$ cat src/rtl/life_pkg.sv
// Shared types and constants for the Game of Life step engine.
// Cell colours, grid defaults, neighbour order/offsets, FSM states.
package life_pkg;

  typedef enum logic [1:0] {
    DEAD  = 2'b00,
    RED   = 2'b01,
    GREEN = 2'b10,
    BLUE  = 2'b11
  } cell_t;

  localparam int GRID_W_DEF = 8;
  localparam int GRID_H_DEF = 8;

  localparam int NB_N = 9;

  localparam logic [3:0] NB_SELF = 4'd0;
  localparam logic [3:0] NB_NW   = 4'd1;
  localparam logic [3:0] NB_N_   = 4'd2;
  localparam logic [3:0] NB_NE   = 4'd3;
  localparam logic [3:0] NB_W    = 4'd4;
  localparam logic [3:0] NB_E    = 4'd5;
  localparam logic [3:0] NB_SW   = 4'd6;
  localparam logic [3:0] NB_S    = 4'd7;
  localparam logic [3:0] NB_SE   = 4'd8;

  // Offsets indexed by neighbour number; north is y-1.
  localparam int NB_DX [NB_N] =
    '{0, -1, 0, 1, -1, 1, -1, 0, 1};
  localparam int NB_DY [NB_N] =
    '{0, -1, -1, -1, 0, 0, 1, 1, 1};

  typedef enum logic [2:0] {
    S_IDLE,
    S_READ,
    S_DRAIN,
    S_WRITE,
    S_FIN
  } state_t;

endpackage

$ cat src/rtl/life_rule.sv
// Life rule for one cell: survival keeps colour, birth takes majority.
// Ports: self_i, live_i (0..8), r_i/g_i/b_i colour counts -> next_o.
module life_rule
  import life_pkg::*;
(
  input  cell_t      self_i,
  input  logic [3:0] live_i,
  input  logic [3:0] r_i,
  input  logic [3:0] g_i,
  input  logic [3:0] b_i,
  output cell_t      next_o
);

  always_comb begin
    next_o = DEAD;
    if (self_i != DEAD) begin
      if (live_i == 4'd2 || live_i == 4'd3)
        next_o = self_i;
    end else if (live_i == 4'd3) begin
      // Three parents: at most one colour can reach two.
      unique case (1'b1)
        (r_i >= 4'd2): next_o = RED;
        (g_i >= 4'd2): next_o = GREEN;
        (b_i >= 4'd2): next_o = BLUE;
        default:       next_o = RED;
      endcase
    end
  end

endmodule

$ cat src/rtl/life_step_engine.sv
// One Game of Life generation over a torus, 11 cycles per cell.
// Ports: clk, rst_n, start, busy, done, rd_addr/rd_data (sync RAM),
// wr_en/wr_addr/wr_data (next-gen buffer), alive_count.
module life_step_engine
  import life_pkg::*;
#(
  parameter int GRID_W = GRID_W_DEF,
  parameter int GRID_H = GRID_H_DEF,
  parameter int ADDR_W = $clog2(GRID_W * GRID_H)
) (
  input  logic              clk,
  input  logic              rst_n,
  input  logic              start,
  output logic              busy,
  output logic              done,
  output logic [ADDR_W-1:0] rd_addr,
  input  logic [1:0]        rd_data,
  output logic              wr_en,
  output logic [ADDR_W-1:0] wr_addr,
  output logic [1:0]        wr_data,
  output logic [ADDR_W:0]   alive_count
);

  localparam int XW = $clog2(GRID_W);
  localparam int YW = $clog2(GRID_H);
  localparam logic [ADDR_W-1:0] LAST =
    ADDR_W'(GRID_W * GRID_H - 1);

  state_t            state_q, state_d;
  logic [3:0]        k_q;
  logic [ADDR_W-1:0] cell_q;
  cell_t             self_q;
  logic [3:0]        live_q, r_q, g_q, b_q;
  logic [ADDR_W:0]   run_q, alive_q;

  cell_t             rd_cell;
  cell_t             next_c;
  logic              acc_en;
  logic [XW-1:0]     cx, nx;
  logic [YW-1:0]     cy, ny;

  assign rd_cell = cell_t'(rd_data);
  assign cx      = cell_q[XW-1:0];
  assign cy      = cell_q[ADDR_W-1:XW];

  // Power-of-two grid: truncating x-1 / x+1 gives the wrap.
  always_comb begin
    nx = XW'(int'(cx) + NB_DX[k_q]);
    ny = YW'(int'(cy) + NB_DY[k_q]);
  end

  // rd_data lags rd_addr by one cycle: READ k>=2 and DRAIN
  // see neighbours 1..8, READ k=1 sees SELF.
  assign acc_en = (state_q == S_READ && k_q >= 4'd2)
               || (state_q == S_DRAIN);

  life_rule u_rule (
    .self_i (self_q),
    .live_i (live_q),
    .r_i    (r_q),
    .g_i    (g_q),
    .b_i    (b_q),
    .next_o (next_c)
  );

  always_ff @(posedge clk) begin
    if (!rst_n) state_q <= S_IDLE;
    else        state_q <= state_d;
  end

  always_comb begin
    state_d = state_q;
    unique case (state_q)
      S_IDLE:  if (start) state_d = S_READ;
      S_READ:  if (k_q == 4'd8) state_d = S_DRAIN;
      S_DRAIN: state_d = S_WRITE;
      S_WRITE: state_d = (cell_q == LAST) ? S_FIN : S_READ;
      S_FIN:   state_d = S_IDLE;
      default: state_d = S_IDLE;
    endcase
  end

  always_comb begin
    busy    = 1'b0;
    done    = 1'b0;
    wr_en   = 1'b0;
    rd_addr = '0;
    wr_addr = '0;
    wr_data = '0;
    unique case (state_q)
      S_READ: begin
        busy    = 1'b1;
        rd_addr = {ny, nx};
      end
      S_DRAIN: busy = 1'b1;
      S_WRITE: begin
        busy    = 1'b1;
        wr_en   = 1'b1;
        wr_addr = cell_q;
        wr_data = next_c;
      end
      S_FIN:   done = 1'b1;
      default: ;
    endcase
  end

  always_ff @(posedge clk) begin
    if (!rst_n) begin
      k_q     <= '0;
      cell_q  <= '0;
      self_q  <= DEAD;
      live_q  <= '0;
      r_q     <= '0;
      g_q     <= '0;
      b_q     <= '0;
      run_q   <= '0;
      alive_q <= '0;
    end else begin
      if (state_q == S_IDLE && start) begin
        cell_q <= '0;
        k_q    <= '0;
        run_q  <= '0;
      end
      if (state_q == S_READ) begin
        if (k_q != 4'd8) k_q <= k_q + 4'd1;
        if (k_q == 4'd0) begin
          live_q <= '0;
          r_q    <= '0;
          g_q    <= '0;
          b_q    <= '0;
        end
        if (k_q == 4'd1) self_q <= rd_cell;
      end
      if (acc_en) begin
        live_q <= live_q + {3'b0, rd_cell != DEAD};
        r_q    <= r_q + {3'b0, rd_cell == RED};
        g_q    <= g_q + {3'b0, rd_cell == GREEN};
        b_q    <= b_q + {3'b0, rd_cell == BLUE};
      end
      if (state_q == S_WRITE) begin
        if (next_c != DEAD) run_q <= run_q + 1'b1;
        if (cell_q != LAST) begin
          cell_q <= cell_q + 1'b1;
          k_q    <= '0;
        end
      end
      if (state_q == S_FIN) alive_q <= run_q;
    end
  end

  assign alive_count = alive_q;

endmodule

$ cat config.mk
export PLATFORM = sky130hd
export DESIGN_NAME = life_step_engine
export DESIGN_NICKNAME = d
export VERILOG_FILES = /design/src/rtl/life_pkg.sv /design/src/rtl/life_rule.sv /design/src/rtl/life_step_engine.sv
export SDC_FILE = /design/constraint.sdc
export NUM_CORES = 1
export LEC_CHECK = 0
export ABC_AREA = 0
export CORE_ASPECT_RATIO = 0.8
export CORE_UTILIZATION = 41
export DETAILED_ROUTE_END_ITERATION = 10
export GPL_ROUTABILITY_DRIVEN = 0
export SKIP_LAST_GASP = 1
export SYNTH_ARGS = -nofsm -noshare
export SYNTH_HDL_FRONTEND = slang
export SYNTH_SLANG_ARGS = --single-unit
$ cat constraint.sdc
create_clock -name clk -period 2.83 [get_ports clk]
set_clock_uncertainty 0.05 [all_clocks]
set_input_delay 0.566 -clock clk [delete_from_list [all_inputs] [get_ports clk]]
set_output_delay 0.566 -clock clk [all_outputs]
set_load 0.01 [all_outputs]
==> results.ini, run 1 <==
[status]
status = completed

[yosys]
synthTopCellsByArea = dfxtp_1, ha_1, nand2_1, a21oi_1, nand3_1
synth_seq_area_share_pct = 36.2
synth-simple-area-share_pct = 27.7
ys.flop_type = dfxtp_1
ys_async_sr_fraction_pct = 0
synth-seq-cells = 41
synth_top_family_by_area = simple AND/OR/NAND/NOR gates
yosysTopAreaCellShare_pct = 36.2
synth_edf_count = 0
syn_area_per_cell_um2 = 8.40
ys_warn_count = 0
synth-adder-area-share_pct = 9.49
synth_compound_area_share_pct = 17.0
yosys.area_share.xor_xnor_pct = 3.42
syn_nets = 291
ys_types = 52
synth.largest_area_cell = dfxtp_1
syn_area_mm2 = 0.00227
muxShareOfSynthArea_pct = 1.32
syn_inst = 270

[clocking]
cts-root-buf = clkbuf_8
clkSinkCount = 41
cts_tree = yes
cts_buffers = 5
postCtsHoldBufs = 0
clkLatencyLatePin_ps = 300
clkTransAtPathRegs_ps = 80
clockBufferDepth = 2
htreeDepth = 2

[placed_design]
place_hpwl_mm = 3.70
io_buffers = 28
placed_area_mm2 = 0.00275
post-place-ws_ps = -99.0

[sta]
fin_crit_ps = 2760
final_max_slew_viol_count = 0
slew_headroom_pct = 54.8
rsz0062_at_grt = true
max_freq_mhz = 362
hold_ws_ps = 404
setup_viol = 0
finalCritPeriodShare_pct = 97.6
finalHoldViolCount = 0
final.setup.worst_slack_ps = 67.0
worstMarginPinSlew_ps = 669

[critical_path]
required_ps = 2210
max_stage_delay_ps = 360
criticalPathCategory = reg2out
crit_path_end_kind = primary output
cp_common_cell = inv_1
critPathLaunchType = register
cp.arrival_ps = 2150
crit_slowest_cell = dfxtp_4
critical_path_peak_fanout = 4
path_cells = inv_1 > ha_1 > inv_1 > mux2i_1 > nand2b_1 > ha_1 > inv_1 > fa_2 > xor2_1 > xnor2_1 > nor2_1 > buf_2

[cells_and_area]
areaGrowthSynthToFinish_pct = 26.8
antennaDiodeCount = 0
drive_gt1_share_pct = 18.0
fillCellCount = 479
post-route-util_pct = 55.8
fin_nets = 343
final-seq-area_um2 = 826
fin_area_mm2 = 0.00288
multi_input_area_mm2 = 0.00137

[power]
peakVddDrop_mv = 0.184
leakagePower_nw = 1.12
seqPwrFrac_pct = 47.1
p_comb_share_pct = 20.9
p_per_area_mw_per_mm2 = 447
p_int_mw = 0.911
netSwitchingPower_mw = 0.374
clock_power_share_pct = 32.0
swShare_pct = 29.1
total_power_mw = 1.28

[floorplanning]
die_w_um = 85.2
die_h_um = 68.5
io_pins = 29
initial_core_util_pct = 44.0
die_area_mm2 = 0.00584
core-area_mm2 = 0.00515
row_count = 23

[global_route]
grt_usage_pct = 19.4
use_met3_pct = 3.93
top_usage_layer = met2
grt_util_met2_pct = 30.7
gr-usage-met1_pct = 26.2
grt_pass1_wl_mm = 8.76
grt_pass1_vias = 1868
grt-ovfl-total = 0
grt_max_degree = 17
antenna_found_initial = 0

[drt]
vias_per_cell = 5.23
drt_iter0_markers = 119
drtPass1Iterations = 4
ant_nets = 0
routedWlPerCell_um = 13.1
vias = 2014
drc_errors = 0
routed_wl_mm = 5.06

[job]
drv_cap = 0

[worst_hold_path]
min_path_type = reg2reg

[layout by cell type (no fill, tap or decap), types with 3 or more instances in the layout]
cell              n
a21oi_1          25
a22o_1            6
a31oi_1           3
and2_1           10
buf_4            26
clkbuf_8          6
clkdlybuf4s50_1  24
dfxtp_1          39
ha_1             11
inv_1            11
mux2i_1           3
nand2_1          34
nand2b_1          5
nand3_1          16
nand4_1           4
nor2_1           15
nor2b_1           3
nor3_1            8
o21ai_0          10
o21ai_1           5
or3_1             6
xnor2_1           4
xor2_1            3
[registers in the layout, indices dropped and copies added, names as in the netlist]
signal and count:
g_q 4, b_q 4, k_q 4, alive_count 7, self_q 2, run_q 7
state_q 3, cell_q 6, live_q 4
[kinds of logic (layout without fill, tap and decap cells)]
group / Yosys count / in the layout
AND/OR/NAND/NOR: 119 / 119
multiplexers: 3 / 3
flip-flops: 41 / 41
buffers and inverters: 23 / 76
adder cells (fa/ha/maj): 16 / 16
AO/OA/AOI/OAI: 60 / 60
XOR/XNOR: 8 / 8
[path summary, 6_finish.rpt]
kind / cells past startpoint / startpoint / to / slack (ps)
hold reg to reg: 2 / alive_count[6] / alive_count[6] / 400
setup reg to reg: 8 / k_q[0] / b_q[0] / 590
setup / recovery: 12 / k_q[0] / rd_addr[5] / 70
hold / removal: 2 / alive_count[6] / alive_count[6] / 400
[metal layers]
metal  up-vias  wire [um]
li1       1060          -
met1       913       2670
met2        36       2130
met3         5        194
met4         0         65
met5         -          0
[per-stage QoR]
step           TNS (ps)  cells
6_report              0    385
3_5_place_dp       -172    375
3_3_place_gp       -166    375
5_1_grt            -146    385
2_1_floorplan         0    270
4_1_cts            -130    383
[layout make-up]
| class | instances | share of cell area (%) |
|---|---|---|
| clock buffer | 6 | 2.87 |
| clock inverter | 2 | 0.479 |
| inverter | 14 | 1.83 |
| multi-input combinational | 206 | 47.6 |
| sequential | 41 | 28.7 |
| tap | 62 | 2.70 |
| timing repair buffer | 54 | 15.8 |
[power groups by stage]
stage               clock [mW]  combinational (mW)  sequential [mW]
floorplan                    0               0.173            0.610
global placement             0               0.261            0.618
detailed placement           0               0.260            0.618
CTS                      0.429               0.262            0.605
global route             0.452               0.296            0.607
finish                   0.411               0.268            0.605
[Yosys cell counts (2+ instances only)]
cell type,instances
nor3b_2,2
nand2_1,34
a22o_1,6
and2_1,10
nor4_1,2
nand3_1,16
buf_6,2
mux2i_1,3
and3_1,2
xor2_1,3
xnor2_1,4
ha_1,14
nand4_1,4
nor3_1,8
clkbuf_1,4
or3_2,2
fa_1,2
inv_1,11
buf_4,2
o21ai_0,11
dfxtp_1,41
nand2b_1,5
a31oi_1,3
clkinv_1,2
nor2b_1,3
nor2_1,16
or3_1,6
o21ai_1,4
a21oi_1,25
[timing repair]
| action | 4_1_cts | 5_1_grt |
|---|---|---|
| pin swaps | 0 | 5 |
| buffers inserted | 0 | 2 |
| resized for setup | 12 | 14 |
| endpoints found under the setup margin | 4 | 4 |
| hold endpoints to repair | 0 | 0 |
[worst max-delay path: cells and delay by family (launching register included)]
family / cells / cell delay [ps]
adders and majority gates: 3 / 660
DFF: 1 / 360
xor gates and xnor gates: 2 / 340
buffers and inverters: 4 / 310
and+or+nand+nor: 2 / 140
muxes: 1 / 60
Note: power is estimated with default switching activity, not from simulation.
==> run 2: changes to the inputs <==
Settings changed: CORE_MARGIN from default to 1, GPL_ROUTABILITY_DRIVEN 0 to default.
==> results of run 2 <==
Final layout, timing and power as in run 1 (identical DEF).
